**src/rtl/cache_axi_mux_if.sv**
```systemverilog
// Bundled AXI4-style channel handshakes for one side of cache_axi_mux.
// N ports packed per signal; R/B id, payload and last are broadcast.
interface cache_axi_mux_if #(
   parameter int N   = 1,
   parameter int IdW = 4,
   parameter int ArW = 64,
   parameter int AwW = 64,
   parameter int WW  = 72,
   parameter int RW  = 66,
   parameter int BW  = 2
);
   logic [N-1:0]     ar_valid;
   logic [N-1:0]     ar_ready;
   logic [N*IdW-1:0] ar_id;
   logic [N*ArW-1:0] ar;
   logic [N-1:0]     aw_valid;
   logic [N-1:0]     aw_ready;
   logic [N*IdW-1:0] aw_id;
   logic [N*AwW-1:0] aw;
   logic [N-1:0]     w_valid;
   logic [N-1:0]     w_ready;
   logic [N*WW-1:0]  w;
   logic [N-1:0]     w_last;
   logic [N-1:0]     r_valid;
   logic [N-1:0]     r_ready;
   logic [IdW-1:0]   r_id;
   logic [RW-1:0]    r;
   logic             r_last;
   logic [N-1:0]     b_valid;
   logic [N-1:0]     b_ready;
   logic [IdW-1:0]   b_id;
   logic [BW-1:0]    b;

   modport master (
      output ar_valid, ar_id, ar,
      input  ar_ready,
      output aw_valid, aw_id, aw,
      input  aw_ready,
      output w_valid, w, w_last,
      input  w_ready,
      input  r_valid, r_id, r, r_last,
      output r_ready,
      input  b_valid, b_id, b,
      output b_ready
   );

   modport slave (
      input  ar_valid, ar_id, ar,
      output ar_ready,
      input  aw_valid, aw_id, aw,
      output aw_ready,
      input  w_valid, w, w_last,
      output w_ready,
      output r_valid, r_id, r, r_last,
      input  r_ready,
      output b_valid, b_id, b,
      input  b_ready
   );
endinterface

```
**src/rtl/cache_axi_mux.sv**
```systemverilog
// N:1 AXI4 mux for L1 cache masters: RR AR/AW arbitration, W index FIFO, ID-prefix R/B routing.
// Optional per-input outstanding limit: define CACHE_AXI_MUX_TRACK_EN.
module cache_axi_mux #(
   parameter int NumInp     = 3,
   parameter int IdWidth    = 4,
   parameter int ArWidth    = 64,
   parameter int AwWidth    = 64,
   parameter int WWidth     = 72,
   parameter int RWidth     = 66,
   parameter int BWidth     = 2,
   parameter int WFifoDepth = 4,
   parameter int MaxTxn     = 8
) (
   input  logic              clk_i,
   input  logic              rst_i,
   cache_axi_mux_if.slave    s_bus,
   cache_axi_mux_if.master   m_bus,
   output logic              dec_err_o,
   output logic [NumInp-1:0] busy_o
);
   localparam int SelW   = $clog2(NumInp);
   localparam int OutIdW = IdWidth + SelW;
   localparam int PtrW   = (WFifoDepth > 1) ? $clog2(WFifoDepth) : 1;
   localparam int CntW   = $clog2(WFifoDepth + 1);
   localparam logic [SelW:0] NumSel = (SelW+1)'(NumInp);

   // {found, index}: first requester at or after ptr
   function automatic logic [SelW:0] rr_pick(
      input logic [NumInp-1:0] req,
      input logic [SelW-1:0]   ptr
   );
      logic [SelW:0]   res;
      logic [SelW-1:0] jj;
      int              j;
      res = '0;
      for (int k = NumInp - 1; k >= 0; k--) begin
         j = int'(ptr) + k;
         if (j >= NumInp) j = j - NumInp;
         jj = j[SelW-1:0];
         if (req[jj]) res = {1'b1, jj};
      end
      return res;
   endfunction

   function automatic logic [SelW-1:0] sel_inc(input logic [SelW-1:0] s);
      return (s == SelW'(NumInp - 1)) ? '0 : s + 1'b1;
   endfunction

   function automatic logic [PtrW-1:0] ptr_inc(input logic [PtrW-1:0] p);
      return (p == PtrW'(WFifoDepth - 1)) ? '0 : p + 1'b1;
   endfunction

   logic [NumInp-1:0] w_blk;
   logic [NumInp-1:0] w_busy;

   // AR arbiter
   logic            r_ar_lock;
   logic [SelW-1:0] r_ar_sel;
   logic [SelW-1:0] r_ar_ptr;
   logic [SelW:0]   w_ar_pick;
   logic            w_ar_gnt;
   logic [SelW-1:0] w_ar_sel;
   logic            w_ar_hs;

   assign w_ar_pick      = rr_pick(s_bus.ar_valid & ~w_blk, r_ar_ptr);
   assign w_ar_gnt       = r_ar_lock | w_ar_pick[SelW];
   assign w_ar_sel       = r_ar_lock ? r_ar_sel : w_ar_pick[SelW-1:0];
   assign m_bus.ar_valid = w_ar_gnt & ~rst_i;
   assign m_bus.ar_id    = {w_ar_sel, s_bus.ar_id[w_ar_sel*IdWidth +: IdWidth]};
   assign m_bus.ar       = s_bus.ar[w_ar_sel*ArWidth +: ArWidth];
   assign w_ar_hs        = m_bus.ar_valid & m_bus.ar_ready;

   always_ff @(posedge clk_i or posedge rst_i) begin
      if (rst_i) begin
         r_ar_lock <= 1'b0;
         r_ar_sel  <= '0;
         r_ar_ptr  <= '0;
      end else begin
         r_ar_lock <= w_ar_gnt & ~w_ar_hs;
         r_ar_sel  <= w_ar_sel;
         if (w_ar_hs) r_ar_ptr <= sel_inc(w_ar_sel);
      end
   end

   // AW arbiter, additionally held off while the W index FIFO is full
   logic            r_aw_lock;
   logic [SelW-1:0] r_aw_sel;
   logic [SelW-1:0] r_aw_ptr;
   logic [SelW:0]   w_aw_pick;
   logic            w_aw_gnt;
   logic [SelW-1:0] w_aw_sel;
   logic            w_aw_hs;
   logic            w_wf_full;
   logic            w_wf_empty;

   assign w_aw_pick      = rr_pick(s_bus.aw_valid & ~w_blk, r_aw_ptr);
   assign w_aw_gnt       = r_aw_lock | w_aw_pick[SelW];
   assign w_aw_sel       = r_aw_lock ? r_aw_sel : w_aw_pick[SelW-1:0];
   assign m_bus.aw_valid = w_aw_gnt & ~w_wf_full & ~rst_i;
   assign m_bus.aw_id    = {w_aw_sel, s_bus.aw_id[w_aw_sel*IdWidth +: IdWidth]};
   assign m_bus.aw       = s_bus.aw[w_aw_sel*AwWidth +: AwWidth];
   assign w_aw_hs        = m_bus.aw_valid & m_bus.aw_ready;

   always_ff @(posedge clk_i or posedge rst_i) begin
      if (rst_i) begin
         r_aw_lock <= 1'b0;
         r_aw_sel  <= '0;
         r_aw_ptr  <= '0;
      end else begin
         r_aw_lock <= w_aw_gnt & ~w_aw_hs;
         r_aw_sel  <= w_aw_sel;
         if (w_aw_hs) r_aw_ptr <= sel_inc(w_aw_sel);
      end
   end

   // W index FIFO
   logic [SelW-1:0] r_wf_mem [WFifoDepth];
   logic [PtrW-1:0] r_wf_rd;
   logic [PtrW-1:0] r_wf_wr;
   logic [CntW-1:0] r_wf_cnt;
   logic [SelW-1:0] w_wf_head;
   logic            w_wf_pop;

   assign w_wf_full     = (r_wf_cnt == CntW'(WFifoDepth));
   assign w_wf_empty    = (r_wf_cnt == '0);
   assign w_wf_head     = r_wf_mem[r_wf_rd];
   assign m_bus.w_valid = ~w_wf_empty & s_bus.w_valid[w_wf_head] & ~rst_i;
   assign m_bus.w       = s_bus.w[w_wf_head*WWidth +: WWidth];
   assign m_bus.w_last  = s_bus.w_last[w_wf_head];
   assign w_wf_pop      = m_bus.w_valid & m_bus.w_ready & m_bus.w_last;

   always_ff @(posedge clk_i or posedge rst_i) begin
      if (rst_i) begin
         for (int k = 0; k < WFifoDepth; k++) r_wf_mem[k] <= '0;
         r_wf_rd  <= '0;
         r_wf_wr  <= '0;
         r_wf_cnt <= '0;
      end else begin
         if (w_aw_hs) begin
            r_wf_mem[r_wf_wr] <= w_aw_sel;
            r_wf_wr           <= ptr_inc(r_wf_wr);
         end
         if (w_wf_pop) r_wf_rd <= ptr_inc(r_wf_rd);
         if (w_aw_hs && !w_wf_pop) r_wf_cnt <= r_wf_cnt + 1'b1;
         else if (!w_aw_hs && w_wf_pop) r_wf_cnt <= r_wf_cnt - 1'b1;
      end
   end

   // R/B demux on the inserted prefix
   logic [SelW-1:0] w_r_pre;
   logic [SelW-1:0] w_b_pre;
   logic            w_r_ok;
   logic            w_b_ok;
   logic            r_dec_err;

   assign w_r_pre = m_bus.r_id[OutIdW-1 -: SelW];
   assign w_b_pre = m_bus.b_id[OutIdW-1 -: SelW];
   assign w_r_ok  = ({1'b0, w_r_pre} < NumSel);
   assign w_b_ok  = ({1'b0, w_b_pre} < NumSel);

   assign s_bus.r_id    = m_bus.r_id[IdWidth-1:0];
   assign s_bus.r       = m_bus.r;
   assign s_bus.r_last  = m_bus.r_last;
   assign s_bus.b_id    = m_bus.b_id[IdWidth-1:0];
   assign s_bus.b       = m_bus.b;
   assign m_bus.r_ready = ~rst_i & (~w_r_ok | s_bus.r_ready[w_r_pre]);
   assign m_bus.b_ready = ~rst_i & (~w_b_ok | s_bus.b_ready[w_b_pre]);

   always_ff @(posedge clk_i or posedge rst_i) begin
      if (rst_i) r_dec_err <= 1'b0;
      else r_dec_err <= (m_bus.r_valid & ~w_r_ok) | (m_bus.b_valid & ~w_b_ok);
   end

   assign dec_err_o = r_dec_err;

   logic [NumInp-1:0] w_s_ar_rdy;
   logic [NumInp-1:0] w_s_aw_rdy;
   logic [NumInp-1:0] w_s_w_rdy;
   logic [NumInp-1:0] w_s_r_vld;
   logic [NumInp-1:0] w_s_b_vld;

   for (genvar gi = 0; gi < NumInp; gi++) begin : g_port
      assign w_s_ar_rdy[gi] = w_ar_hs & (w_ar_sel == SelW'(gi));
      assign w_s_aw_rdy[gi] = w_aw_hs & (w_aw_sel == SelW'(gi));
      assign w_s_w_rdy[gi]  = ~w_wf_empty & m_bus.w_ready & ~rst_i &
                              (w_wf_head == SelW'(gi));
      assign w_s_r_vld[gi]  = m_bus.r_valid & ~rst_i & (w_r_pre == SelW'(gi));
      assign w_s_b_vld[gi]  = m_bus.b_valid & ~rst_i & (w_b_pre == SelW'(gi));
   end

   assign s_bus.ar_ready = w_s_ar_rdy;
   assign s_bus.aw_ready = w_s_aw_rdy;
   assign s_bus.w_ready  = w_s_w_rdy;
   assign s_bus.r_valid  = w_s_r_vld;
   assign s_bus.b_valid  = w_s_b_vld;

`ifdef CACHE_AXI_MUX_TRACK_EN
   // one spare count: an AR and AW of one input can both land at MaxTxn-1
   localparam int TW = $clog2(MaxTxn + 2);

   for (genvar gi = 0; gi < NumInp; gi++) begin : g_trk
      logic [TW-1:0] r_cnt;
      logic          w_inc_ar;
      logic          w_inc_aw;
      logic          w_dec_r;
      logic          w_dec_b;

      assign w_inc_ar = w_s_ar_rdy[gi];
      assign w_inc_aw = w_s_aw_rdy[gi];
      assign w_dec_r  = w_s_r_vld[gi] & m_bus.r_ready & m_bus.r_last;
      assign w_dec_b  = w_s_b_vld[gi] & m_bus.b_ready;

      always_ff @(posedge clk_i or posedge rst_i) begin
         if (rst_i) r_cnt <= '0;
         else r_cnt <= r_cnt + TW'(w_inc_ar) + TW'(w_inc_aw)
                       - TW'(w_dec_r) - TW'(w_dec_b);
      end

      assign w_blk[gi]  = (r_cnt >= TW'(MaxTxn));
      assign w_busy[gi] = (r_cnt != '0);
   end
`else
   localparam bit TxnOk = (MaxTxn >= 1);

   assign w_blk  = {NumInp{~TxnOk}};
   assign w_busy = '0;
`endif

   assign busy_o = w_busy;
endmodule

```
**src/flat_wrapper.sv**
```systemverilog
// flat-port wrapper written by rule: the top's interface ports become plain ports
module cache_axi_mux_flat 
#(
   parameter int NumInp     = 3,
   parameter int IdWidth    = 4,
   parameter int ArWidth    = 64,
   parameter int AwWidth    = 64,
   parameter int WWidth     = 72,
   parameter int RWidth     = 66,
   parameter int BWidth     = 2,
   parameter int WFifoDepth = 4,
   parameter int MaxTxn     = 8
)
  (clk_i, rst_i, dec_err_o, busy_o, s_bus_ar_valid, s_bus_ar_id, s_bus_ar, s_bus_ar_ready, s_bus_aw_valid, s_bus_aw_id, s_bus_aw, s_bus_aw_ready, s_bus_w_valid, s_bus_w, s_bus_w_last, s_bus_w_ready, s_bus_r_valid, s_bus_r_id, s_bus_r, s_bus_r_last, s_bus_r_ready, s_bus_b_valid, s_bus_b_id, s_bus_b, s_bus_b_ready, m_bus_ar_valid, m_bus_ar_id, m_bus_ar, m_bus_ar_ready, m_bus_aw_valid, m_bus_aw_id, m_bus_aw, m_bus_aw_ready, m_bus_w_valid, m_bus_w, m_bus_w_last, m_bus_w_ready, m_bus_r_valid, m_bus_r_id, m_bus_r, m_bus_r_last, m_bus_r_ready, m_bus_b_valid, m_bus_b_id, m_bus_b, m_bus_b_ready);
  cache_axi_mux_if #(.N(3), .IdW(4), .ArW(64), .AwW(64), .WW(72), .RW(66), .BW(2)) s_bus_i ();
  cache_axi_mux_if #(.N(1), .IdW(6), .ArW(64), .AwW(64), .WW(72), .RW(66), .BW(2)) m_bus_i ();
  input  logic clk_i;
  input  logic rst_i;
  output logic dec_err_o;
  output logic [NumInp-1:0] busy_o;
  input wire logic [$bits(s_bus_i.ar_valid)-1:0] s_bus_ar_valid;
  input wire logic [$bits(s_bus_i.ar_id)-1:0] s_bus_ar_id;
  input wire logic [$bits(s_bus_i.ar)-1:0] s_bus_ar;
  output wire logic [$bits(s_bus_i.ar_ready)-1:0] s_bus_ar_ready;
  input wire logic [$bits(s_bus_i.aw_valid)-1:0] s_bus_aw_valid;
  input wire logic [$bits(s_bus_i.aw_id)-1:0] s_bus_aw_id;
  input wire logic [$bits(s_bus_i.aw)-1:0] s_bus_aw;
  output wire logic [$bits(s_bus_i.aw_ready)-1:0] s_bus_aw_ready;
  input wire logic [$bits(s_bus_i.w_valid)-1:0] s_bus_w_valid;
  input wire logic [$bits(s_bus_i.w)-1:0] s_bus_w;
  input wire logic [$bits(s_bus_i.w_last)-1:0] s_bus_w_last;
  output wire logic [$bits(s_bus_i.w_ready)-1:0] s_bus_w_ready;
  output wire logic [$bits(s_bus_i.r_valid)-1:0] s_bus_r_valid;
  output wire logic [$bits(s_bus_i.r_id)-1:0] s_bus_r_id;
  output wire logic [$bits(s_bus_i.r)-1:0] s_bus_r;
  output wire logic [$bits(s_bus_i.r_last)-1:0] s_bus_r_last;
  input wire logic [$bits(s_bus_i.r_ready)-1:0] s_bus_r_ready;
  output wire logic [$bits(s_bus_i.b_valid)-1:0] s_bus_b_valid;
  output wire logic [$bits(s_bus_i.b_id)-1:0] s_bus_b_id;
  output wire logic [$bits(s_bus_i.b)-1:0] s_bus_b;
  input wire logic [$bits(s_bus_i.b_ready)-1:0] s_bus_b_ready;
  output wire logic [$bits(m_bus_i.ar_valid)-1:0] m_bus_ar_valid;
  output wire logic [$bits(m_bus_i.ar_id)-1:0] m_bus_ar_id;
  output wire logic [$bits(m_bus_i.ar)-1:0] m_bus_ar;
  input wire logic [$bits(m_bus_i.ar_ready)-1:0] m_bus_ar_ready;
  output wire logic [$bits(m_bus_i.aw_valid)-1:0] m_bus_aw_valid;
  output wire logic [$bits(m_bus_i.aw_id)-1:0] m_bus_aw_id;
  output wire logic [$bits(m_bus_i.aw)-1:0] m_bus_aw;
  input wire logic [$bits(m_bus_i.aw_ready)-1:0] m_bus_aw_ready;
  output wire logic [$bits(m_bus_i.w_valid)-1:0] m_bus_w_valid;
  output wire logic [$bits(m_bus_i.w)-1:0] m_bus_w;
  output wire logic [$bits(m_bus_i.w_last)-1:0] m_bus_w_last;
  input wire logic [$bits(m_bus_i.w_ready)-1:0] m_bus_w_ready;
  input wire logic [$bits(m_bus_i.r_valid)-1:0] m_bus_r_valid;
  input wire logic [$bits(m_bus_i.r_id)-1:0] m_bus_r_id;
  input wire logic [$bits(m_bus_i.r)-1:0] m_bus_r;
  input wire logic [$bits(m_bus_i.r_last)-1:0] m_bus_r_last;
  output wire logic [$bits(m_bus_i.r_ready)-1:0] m_bus_r_ready;
  input wire logic [$bits(m_bus_i.b_valid)-1:0] m_bus_b_valid;
  input wire logic [$bits(m_bus_i.b_id)-1:0] m_bus_b_id;
  input wire logic [$bits(m_bus_i.b)-1:0] m_bus_b;
  output wire logic [$bits(m_bus_i.b_ready)-1:0] m_bus_b_ready;
  assign s_bus_i.ar_valid = s_bus_ar_valid;
  assign s_bus_i.ar_id = s_bus_ar_id;
  assign s_bus_i.ar = s_bus_ar;
  assign s_bus_ar_ready = s_bus_i.ar_ready;
  assign s_bus_i.aw_valid = s_bus_aw_valid;
  assign s_bus_i.aw_id = s_bus_aw_id;
  assign s_bus_i.aw = s_bus_aw;
  assign s_bus_aw_ready = s_bus_i.aw_ready;
  assign s_bus_i.w_valid = s_bus_w_valid;
  assign s_bus_i.w = s_bus_w;
  assign s_bus_i.w_last = s_bus_w_last;
  assign s_bus_w_ready = s_bus_i.w_ready;
  assign s_bus_r_valid = s_bus_i.r_valid;
  assign s_bus_r_id = s_bus_i.r_id;
  assign s_bus_r = s_bus_i.r;
  assign s_bus_r_last = s_bus_i.r_last;
  assign s_bus_i.r_ready = s_bus_r_ready;
  assign s_bus_b_valid = s_bus_i.b_valid;
  assign s_bus_b_id = s_bus_i.b_id;
  assign s_bus_b = s_bus_i.b;
  assign s_bus_i.b_ready = s_bus_b_ready;
  assign m_bus_ar_valid = m_bus_i.ar_valid;
  assign m_bus_ar_id = m_bus_i.ar_id;
  assign m_bus_ar = m_bus_i.ar;
  assign m_bus_i.ar_ready = m_bus_ar_ready;
  assign m_bus_aw_valid = m_bus_i.aw_valid;
  assign m_bus_aw_id = m_bus_i.aw_id;
  assign m_bus_aw = m_bus_i.aw;
  assign m_bus_i.aw_ready = m_bus_aw_ready;
  assign m_bus_w_valid = m_bus_i.w_valid;
  assign m_bus_w = m_bus_i.w;
  assign m_bus_w_last = m_bus_i.w_last;
  assign m_bus_i.w_ready = m_bus_w_ready;
  assign m_bus_i.r_valid = m_bus_r_valid;
  assign m_bus_i.r_id = m_bus_r_id;
  assign m_bus_i.r = m_bus_r;
  assign m_bus_i.r_last = m_bus_r_last;
  assign m_bus_r_ready = m_bus_i.r_ready;
  assign m_bus_i.b_valid = m_bus_b_valid;
  assign m_bus_i.b_id = m_bus_b_id;
  assign m_bus_i.b = m_bus_b;
  assign m_bus_b_ready = m_bus_i.b_ready;
  cache_axi_mux #(.NumInp(NumInp), .IdWidth(IdWidth), .ArWidth(ArWidth), .AwWidth(AwWidth), .WWidth(WWidth), .RWidth(RWidth), .BWidth(BWidth), .WFifoDepth(WFifoDepth), .MaxTxn(MaxTxn)) u_core (.clk_i(clk_i), .rst_i(rst_i), .s_bus(s_bus_i), .m_bus(m_bus_i), .dec_err_o(dec_err_o), .busy_o(busy_o));
endmodule
```
**config.mk**
```make
export PLATFORM = sky130hd
export DESIGN_NAME = cache_axi_mux_flat
export DESIGN_NICKNAME = d
export VERILOG_FILES = /design/src/rtl/cache_axi_mux_if.sv /design/src/rtl/cache_axi_mux.sv /design/src/flat_wrapper.sv
export SDC_FILE = /design/constraint.sdc
export NUM_CORES = 1
export LEC_CHECK = 0
export BUFFER_PORTS_ARGS = -buffer_cell sky130_fd_sc_hd__buf_2
export CAP_MARGIN = 20
export CORE_AREA = 2 2 410 412
export CTS_BUF_LIST = sky130_fd_sc_hd__clkbuf_4 sky130_fd_sc_hd__clkbuf_8 sky130_fd_sc_hd__clkbuf_16
export DETAILED_ROUTE_END_ITERATION = 7
export DIE_AREA = 0 0 412 414
export PLACE_DENSITY_LB_ADDON = 0.05
export SLEW_MARGIN = 5
export SYNTH_ARGS = -nofsm -noshare
export SYNTH_HDL_FRONTEND = slang
export SYNTH_SLANG_ARGS = --single-unit
export TNS_END_PERCENT = 10
```
**constraint.sdc**
```tcl
create_clock -name clk_i -period 7.9 [get_ports clk_i]
set_input_delay 1.58 -clock clk_i [delete_from_list [all_inputs] [get_ports clk_i]]
set_output_delay 1.58 -clock clk_i [all_outputs]
set_load 0.02 [all_outputs]
```
==> Word-level counts from Yosys, hierarchy flattened <==
Cells that the tools add are included.
{ "totals": {"register_bits": 26} }
{ "op_classes": {"n_addsub": 16, "multipliers": 1, "magnitude_cmp": 20, "n_eq_ne": 13, "n_shift": 5, "mux": 46, "bitwise_logic": 48, "reduce_logical": 12} }
{ "ops": {"columns": ["cell", "n"], "rows": [
  ["variable part select 192 x 9 -> 64 bit", 2],
  ["variable part select 216 x 10 -> 72 bit", 1],
  ["bitwise AND 1 bit", 34],
  ["2-to-1 mux 2 bit", 15],
  ["< comparator 2 x 3 -> 1 bit, second input constant", 9],
  ["2-to-1 mux 3 bit", 8],
  ["variable part select 12 x 5 -> 4 bit", 2],
  ["binary-select mux 1 bit (select 2 bit)", 10],
  ["equality test 2 bit, second input constant", 7],
  ["greater-or-equal comparator 3 x 2 -> 1 bit, second input constant", 4],
  ["equality test 2 x 1 -> 1 bit, second input constant", 5],
  ["logical NOT 2 bit", 5],
  ["2-to-1 mux 1 bit", 10],
  ["adder 2 x 1 -> 2 bit, second input constant", 4],
  ["bitwise mux 8 bit", 1],
  ["NOT 1 bit", 7],
  ["adder 2 x 1 -> 3 bit, second input constant", 2],
  ["adder 2 x 2 -> 3 bit, second input constant", 2],
  ["greater-or-equal comparator 3 bit, second input constant", 2],
  ["multiplier 2 x 4 -> 6 bit, second input constant", 1],
  ["NOT 2 -> 3 bit", 2],
  ["subtractor 2 x 1 -> 2 bit, second input constant", 3],
  ["subtractor 2 bit, second input constant", 3],
  ["OR 1 bit", 5],
  ["other kinds (12)", 17]
]} }

==> Longest topological paths before layout <==
Gate-level depths: netlist of the first run.
{ "logic_depth": {"word_depth": 16, "mapped_depth": 13, "depth_no_buf": 13} }

==> Worst setup path after synthesis of the first run <==
Ideal clock, no wire load.
{ "synth_path": {"path_kind": "input-to-output", "start": "input rst_i", "end": "output s_bus_ar_ready[2]", "arrival_ps": 3343, "t_required_ps": 6320, "slack_ps": 2977, "path_stages": 4, "path_buffers": 1, "path_cell_list": "clkbuf_1 inv_1 o211ai_1 nor3b_1"} }
{ "synth_between": {"elab_chain_cells": 4} }
{ "synth_rtl": {"columns": ["element", "line_no", "rtl"], "rows": [
  ["from (decl)", "flat_wrapper.sv:18", "input logic rst_i;"],
  ["NOT 1 bit", "cache_axi_mux.sv:68", "assign m_bus.ar_valid = w_ar_gnt & ~rst_i;"],
  ["bitwise AND 1 bit", "cache_axi_mux.sv:68", null],
  ["bitwise AND 1 bit", "cache_axi_mux.sv:71", "assign w_ar_hs = m_bus.ar_valid & m_bus.ar_ready;"],
  ["bitwise AND 1 bit", "cache_axi_mux.sv:183", "assign w_s_ar_rdy[gi] = w_ar_hs & (w_ar_sel == SelW'(gi));"],
  ["to (decl)", "flat_wrapper.sv:24", "output wire logic [$bits(s_bus_i.ar_ready)-1:0] s_bus_ar_ready;"]
]} }
No other way between the ends.

==> Final worst setup path of the first run <==
{ "layout_path": {"start": "input s_bus_ar_valid[1]", "end": "output m_bus_ar[53]"} }
{ "layout_between": {"elab_chain_cells": 7, "word_cells_on_any_way": 11, "classes_between": "1 x shift; 10 x mux"} }
{ "layout_rtl": {"columns": ["element", "line_no", "rtl"], "rows": [
  ["from (decl)", "flat_wrapper.sv:21", "input wire logic [$bits(s_bus_i.ar_valid)-1:0] s_bus_ar_valid;"],
  ["binary-select mux 1 bit (select 2 bit)", "cache_axi_mux.sv:40", "if (req[jj]) res = {1'b1, jj};"],
  ["2-to-1 mux 1 bit (not written as such)", "cache_axi_mux.sv:40", null],
  ["2-to-1 mux 3 bit (2 in series)", "cache_axi_mux.sv:40", null],
  ["2-to-1 mux 3 bit (*)", "cache_axi_mux.sv:40", null],
  ["2-to-1 mux 2 bit (*)", "cache_axi_mux.sv:67", "assign w_ar_sel = r_ar_lock ? r_ar_sel : w_ar_pick[SelW-1:0];"],
  ["variable part select 192 x 9 -> 64 bit (*)", "cache_axi_mux.sv:70", "assign m_bus.ar = s_bus.ar[w_ar_sel*ArWidth +: ArWidth];"],
  ["to (decl)", "flat_wrapper.sv:44", "output wire logic [$bits(m_bus_i.ar)-1:0] m_bus_ar;"]
]} }
Every way passes the cells marked *; elsewhere a longest branch is shown, timed or not. The select of a mux whose other input is x is not followed.

==> flow_summary_export.csv, run 1 <==
group,metric,value,unit
floorplanning,num_rows,150,
logic_synthesis,synth_cells,1077,
critical_path,worst-path-max-fanout,60,
logic_synthesis,yosysWarnings,0,
floorplanning,ios,1044,
clock_tree,hold_buffers,0,
clock_tree,insertion_delay,0.31,ns
clock_tree,ctsLongestPathBuffers,2,
grt,grt_pass1_vias,12100,
power,power_frac_seq,0.044,
timing,setup_viol,0,
clock_tree,h-tree-depth,1,
clock_tree,cts.sinks,26,
logic_synthesis,seq_area_frac_synth,0.0821,
power,p_leak,6.18,nW
clock_tree,cts_tree,"yes",
drt,drt_iter0_drc,443,
timing,fin_skew,0.0175,ns
drt,wl,82.0,mm
logic_synthesis,netlist_area,7930,um2
logic_synthesis,yosysMostFrequentCell,"mux2i_1",
logic_synthesis,yosysTopAreaCell,"mux2i_1",
timing,worstMarginPinSlew,1.01,ns
grt,grt_usage,0.0901,
floorplanning,die_y,414,um
placed_design,numPortBuffers,886,
logic_synthesis,synth-edff-count,0,
logic_synthesis,yosysTopAreaCellShare,0.187,
grt,grt_pass1_wl,108,mm
power,intPower,0.00193,W
min_path,min_to,"u_core.r_wf_cnt[2]",
min_path,min_path_cells,1,
critical_path,r2r_cells,9,
clock_tree,clockRootBuffer,"clkbuf_16",
finish,post-route-util,0.0870,
floorplanning,die_w,412,um
logic_synthesis,avgSynthCellArea,7.36,um2
finish,multi_input_area,5950,um2
power,ir_worst_vdd,0.000139,V
finish,n_fill_cell,19800,
job,maxCapViolations,0,
logic_synthesis,ys_async_sr_fraction,1.00,
critical_path,cp_slowest_cell,"a221oi_4",
clock_tree,clkSlewWorstSetupHoldPaths,0.11,ns
power,power,0.00563,W
power,pwr-share-comb,0.923,
finish,stdcell_area,14500,um2
timing,slew_headroom,0.326,
timing,final_max_slew_viol_count,0,
critical_path,setup.worst_path.end_class,"output port",
min_path,hp-class,"reg2reg",
critical_path,rrSetupSlack,3.83,ns
power,clkPwrFrac,0.033,
critical_path,cp_cell_sequence,"buf_2 -> mux2i_1 -> or2_4 -> buf_4 -> a31oi_1 -> a221oi_4 -> buf_12 -> o2bb2ai_1 -> buf_2",
clock_tree,post_cts_resized,0,
finish,synthToLayoutAreaGrowth,82.5,%
grt,grt_max_degree,75,
critical_path,critPathLaunchType,"input port",
floorplanning,die_area,171000,um2
critical_path,rr_startpoint,"u_core.r_wf_rd[0]",
timing,min_period_over_period,0.777,
critical_path,path_common_cell,"buf_2",
placed_design,place_area,14300,um2
critical_path,crit_arrival,4.56,ns
grt,grt_antenna_before_repair,35,
power,netSwitchingFraction,0.657,
grt,overflow,0,
power,power_density,389,nW/um2
clock_tree,cts_setup_buffers,0,
timing,max_freq,163,MHz
power,switchingPower,0.00369,W
finish,register_area,651,um2
finish,stdcell_count,4009,
placed_design,dp_hpwl,70.2,mm
timing,rsz0062_at_grt,"false",
timing,hold_viol_final,0,
timing,finalSetupTns,0,ns
drt,drcViolationCount,0,
min_path,holdCritStartpoint,"u_core.r_wf_cnt[2]",
timing,period_needed,6.14,ns
clock_tree,cts_buffers,3,
critical_path,r2r-end,"u_core.r_wf_cnt[1]",
drt,via_count,11600,
critical_path,path_class,"in2out",
drt,route.met3.wl,3.66,mm
drt,vias_per_cell,2.89,
drt,wl_per_cell,20.4,um
logic_synthesis,synthTopCellsByCount,"mux2i_1, o2bb2ai_1, a311oi_1, buf_4",
placed_design,dp_cells,3998,
status,status,"complete, no violations",
placed_design,gp_congestion,0.845,
drt,met1_length,33.4,mm
drt,dr.max_layer_used,"met5",
finish,drive_gt1_frac,0.527,
logic_synthesis,ys.flop_type,"dfrtp_1",
logic_synthesis,synthTopCellsByArea,"mux2i_1, o2bb2ai_1, a311oi_1",
drt,dr.pass1.iters,4,
floorplanning,start_util,0.0477,
critical_path,worstPathRequired,6.32,ns
drt,ant_nets,0,
critical_path,slowest_delay,0.62,ns
floorplanning,core-area,166000,um2
drt,met2RoutedLength,44.1,mm
logic_synthesis,synth_cell_type_count,55,
finish,fin_nets,2542,
logic_synthesis,ys_ff_latch,26,
==> state kept, by name, summed over array words and instances, names as in the netlist <==
name	flops
u_core.r_wf_mem	8
u_core.r_wf_cnt	3
u_core.r_ar_ptr	2
u_core.r_ar_sel	2
u_core.r_aw_ptr	2
u_core.r_aw_sel	2
u_core.r_wf_rd	2
u_core.r_wf_wr	2
u_core.dec_err_o	1
u_core.r_ar_lock	1
u_core.r_aw_lock	1
==> worst max-delay path by stage <==
stage,cells after the start,startpoint,endpoint
finish,9,s_bus_ar_valid[1],m_bus_ar[53]
global route,9,s_bus_ar_valid[1],m_bus_ar[53]
CTS,9,s_bus_ar_valid[1],m_bus_ar[53]
detailed placement,9,s_bus_ar_valid[1],m_bus_ar[53]
global placement,9,s_bus_ar_valid[1],m_bus_ar[53]
floorplan,4,rst_i,s_bus_ar_ready[2]
==> kinds of logic after synthesis <==
logic type,after synthesis,share of synthesized area
AOI/OAI and AO/OA,376,0.378
xor gates and xnor gates,3,0.00331
adders and majority gates,13,0.0215
buffers and inverters,278,0.179
DFF,26,0.0821
muxes,165,0.214
other,1,0.000473
and+or+nand+nor,215,0.122
==> layer usage <==
metal | vias up | global-route usage
li1 | 5466 | -
met1 | 5604 | 0.105
met2 | 453 | 0.175
met3 | 63 | 0.0127
met4 | 14 | 0.00984
met5 | - | 0
==> power by group through the flow <==
stage | sequential, W | combinational [W] | clock [W]
3_5_place_dp | 0.000253 | 0.00535 | 0
3_3_place_gp | 0.000254 | 0.00541 | 0
4_1_cts | 0.000250 | 0.00537 | 0.000210
5_1_grt | 0.000259 | 0.00558 | 0.000210
2_1_floorplan | 0.000229 | 0.00326 | 0
6_report | 0.000247 | 0.00519 | 0.000186
==> layout by cell type, fill, tap and decap left out, types with 2 or more instances in the layout <==
master / n
a211oi_1: 2
a21oi_1: 5
a21oi_4: 2
a311oi_1: 136
and2_1: 4
buf_12: 4
buf_2: 886
buf_4: 23
clkbuf_16: 3
conb_1: 3
dfrtp_1: 26
diode_2: 7
ha_1: 12
inv_1: 80
mux2_1: 2
mux2_2: 13
mux2i_1: 148
nand2_1: 79
nand2_4: 2
nand2b_1: 5
nand3_1: 7
nor2_1: 82
nor2b_1: 8
nor3_1: 7
nor3b_1: 8
nor4b_1: 3
nor4bb_1: 4
o21ai_0: 74
o21ai_4: 3
o2bb2ai_1: 138
xor2_1: 2
==> worst max-delay path, delay by kind of cell <==
| family | cells | cell delay, ns |
|---|---|---|
| AND/OR/NAND/NOR | 1 | 0.48 |
| multiplexers | 1 | 0.14 |
| buffers and inverters | 4 | 1.13 |
| AO/OA/AOI/OAI | 3 | 1.06 |
==> through the flow <==
stage	setup WS, ns	hold WS, ns
6_report	1.76	0.502
5_1_grt	1.48	0.511
4_1_cts	1.65	0.508
3_5_place_dp	1.66	0.483
3_3_place_gp	1.72	0.482
2_1_floorplan	2.98	0.464
==> layout make-up <==
cell class / count / share of cell area
Multi-Input combinational cell: 775 / 0.411
Timing Repair Buffer: 913 / 0.324
Tap cell: 2204 / 0.191
Sequential cell: 26 / 0.0450
Inverter: 80 / 0.0208
Clock buffer: 3 / 0.00519
Clock inverter: 1 / 0.00208
Antenna cell: 7 / 0.00121
No activity file was read; power rests on OpenSTA's default activity.
==> run 2: changes to the inputs <==
- clock period: 7.9 -> 5.9 ns (I/O delays scaled with it)
==> run 2 against run 1 <==
  * Combinational power up 35%
  * Utilization up 0.066 points
  * Worst hold slack worse by 0.0020 ns
  * Design area up 0.76%
  * Largest cell class unchanged
  * Largest power group unchanged
==> flow_summary_export.csv, run 2 (same netlist as run 1, synthesis figures left out) <==
group,metric,value,unit
power,p_leak,6.23,nW
finish,multi_input_area,5950,um2
finish,drive_gt1_frac,0.527,
clock_tree,post_cts_resized,0,
critical_path,path_buf_inv,3,
floorplanning,die_y,414,um
critical_path,worst-path-max-fanout,65,
finish,n_fill_cell,19800,
timing,finalSetupTns,0,ns
min_path,min_to,"u_core.r_wf_cnt[2]",
timing,fin_skew,0.0166,ns
drt,wl_per_cell,20.3,um
clock_tree,clockRootBuffer,"clkbuf_16",
floorplanning,num_rows,150,
timing,period_needed,4.94,ns
grt,grt_max_degree,86,
floorplanning,start_util,0.0477,
placed_design,numPortBuffers,886,
clock_tree,cts_tree,"yes",
timing,setup_viol,0,
critical_path,r2r_cells,9,
critical_path,cp_cell_sequence,"buf_2 -> nor4b_1 -> o21ai_4 -> a31o_4 -> buf_12 -> a311oi_1 -> o2bb2ai_1 -> buf_2",
finish,largestRegisters,"u_core.r_wf_mem (8), u_core.r_wf_cnt (3)",
critical_path,slowest_delay,0.83,ns
grt,grt_pass1_vias,12000,
critical_path,cp_slowest_cell,"a311oi_1",
critical_path,critPathLaunchType,"input port",
finish,synthToLayoutAreaGrowth,83.9,%
critical_path,r2r-end,"u_core.r_wf_cnt[1]",
timing,max_freq,203,MHz
floorplanning,ios,1044,
drt,drt_iter0_drc,480,
status,status,"complete, no violations",
drt,vias_per_cell,2.89,
floorplanning,core-area,166000,um2
critical_path,rr_startpoint,"u_core.r_wf_rd[0]",
timing,min_period_over_period,0.836,
timing,whs,0.500,ns
placed_design,dp_hpwl,69.1,mm
finish,layout.cells.most_common,"buf_2",
critical_path,path_common_cell,"buf_2",
critical_path,crit_arrival,3.76,ns
power,ir_worst_vdd,0.000193,V
critical_path,worstPathRequired,4.72,ns
drt,ant_nets,0,
floorplanning,die_w,412,um
min_path,hp-class,"reg2reg",
drt,met2RoutedLength,42.9,mm
timing,worstMarginPinSlew,0.842,ns
finish,regMostFlops,"u_core.r_wf_mem",
drt,wl,81.3,mm
grt,grt_pass1_wl,107,mm
finish,fin_nets,2544,
grt,grt_antenna_before_repair,37,
clock_tree,insertion_delay,0.30,ns
floorplanning,die_area,171000,um2
clock_tree,ctsLongestPathBuffers,2,
timing,hold_viol_final,0,
min_path,min_path_cells,1,
timing,rsz0062_at_grt,"false",
finish,register_area,651,um2
placed_design,gp_congestion,0.835,
critical_path,rrSetupSlack,2.02,ns
drt,via_count,11600,
critical_path,cp_top_family,"compound AO/OA/AOI/OAI gates",
clock_tree,hold_buffers,0,
drt,drcViolationCount,0,
drt,dr.pass1.iters,5,
finish,final_cell_mix,"buf_2, mux2i_1, o2bb2ai_1",
critical_path,path_class,"in2out",
critical_path,setup.worst_path.end_class,"output port",
grt,overflow,0,
clock_tree,cts_buffers,3,
drt,route.met3.wl,3.85,mm
min_path,holdCritStartpoint,"u_core.r_wf_cnt[2]",
clock_tree,clkSlewWorstSetupHoldPaths,0.09,ns
finish,largest_reg_flops,8,
drt,met1_length,33.9,mm
grt,grt_usage,0.0899,
power,power_density,519,nW/um2
timing,slew_headroom,0.435,
clock_tree,cts.sinks,26,
clock_tree,h-tree-depth,1,
job,maxCapViolations,0,
drt,dr.max_layer_used,"met5",
timing,final_max_slew_viol_count,0,
clock_tree,cts_setup_buffers,0,
[run 2: cell types whose count changed in the layout (fill, tap and decap cells not counted)]
| cell | before | now |
|---|---|---|
| buf_12 | 4 | 11 |
| buf_4 | 23 | 18 |
| diode_2 | 7 | 10 |
[run 2: per-stage QoR]
stage	setup slack [ns]	util	power, W	area [um2]	instances
2_1_floorplan	1.78	-	0.00467	7940	1079
3_3_place_gp	0.953	0.0869	0.00765	14400	4000
3_5_place_dp	0.989	0.0869	0.00757	14400	4000
4_1_cts	0.969	0.0875	0.00784	14600	4004
5_1_grt	0.818	0.0876	0.00817	14600	4009
6_report	0.965	0.0877	0.00757	14600	4014
[run 2: how the worst max path moves through the flow]
stage	startpoint	endpoint	slack, ns	cells after the start
6_report	s_bus_ar_valid[0]	m_bus_ar[40]	0.96	8
5_1_grt	u_core.r_ar_ptr[1]	m_bus_ar[40]	0.82	9
4_1_cts	u_core.r_ar_ptr[1]	m_bus_ar[40]	0.97	9
3_5_place_dp	s_bus_ar_valid[1]	m_bus_ar[40]	0.99	8
3_3_place_gp	s_bus_ar_valid[1]	m_bus_ar[40]	0.95	8
2_1_floorplan	rst_i	s_bus_ar_ready[2]	1.78	4
[run 2: where the power goes]
part	internal, W	total (W)	switching [W]
sequential	0.000255	0.000330	0.0000748
combinational	0.00228	0.00699	0.00472
clock	0.000137	0.000245	0.000108
[run 2: layout make-up]
class	instances	area share
sequential	26	0.0446
clock inverter	1	0.00206
clock buffer	3	0.00515
tap	2204	0.189
multi-input combinational	775	0.408
timing repair buffer	915	0.329
inverter	80	0.0206
antenna	10	0.00172
[run 2: metal layers]
| layer | up-vias | global-route usage |
|---|---|---|
| met4 | 8 | 0.0121 |
| met1 | 5617 | 0.108 |
| met3 | 55 | 0.0143 |
| li1 | 5482 | - |
| met2 | 456 | 0.169 |
| met5 | - | 0 |
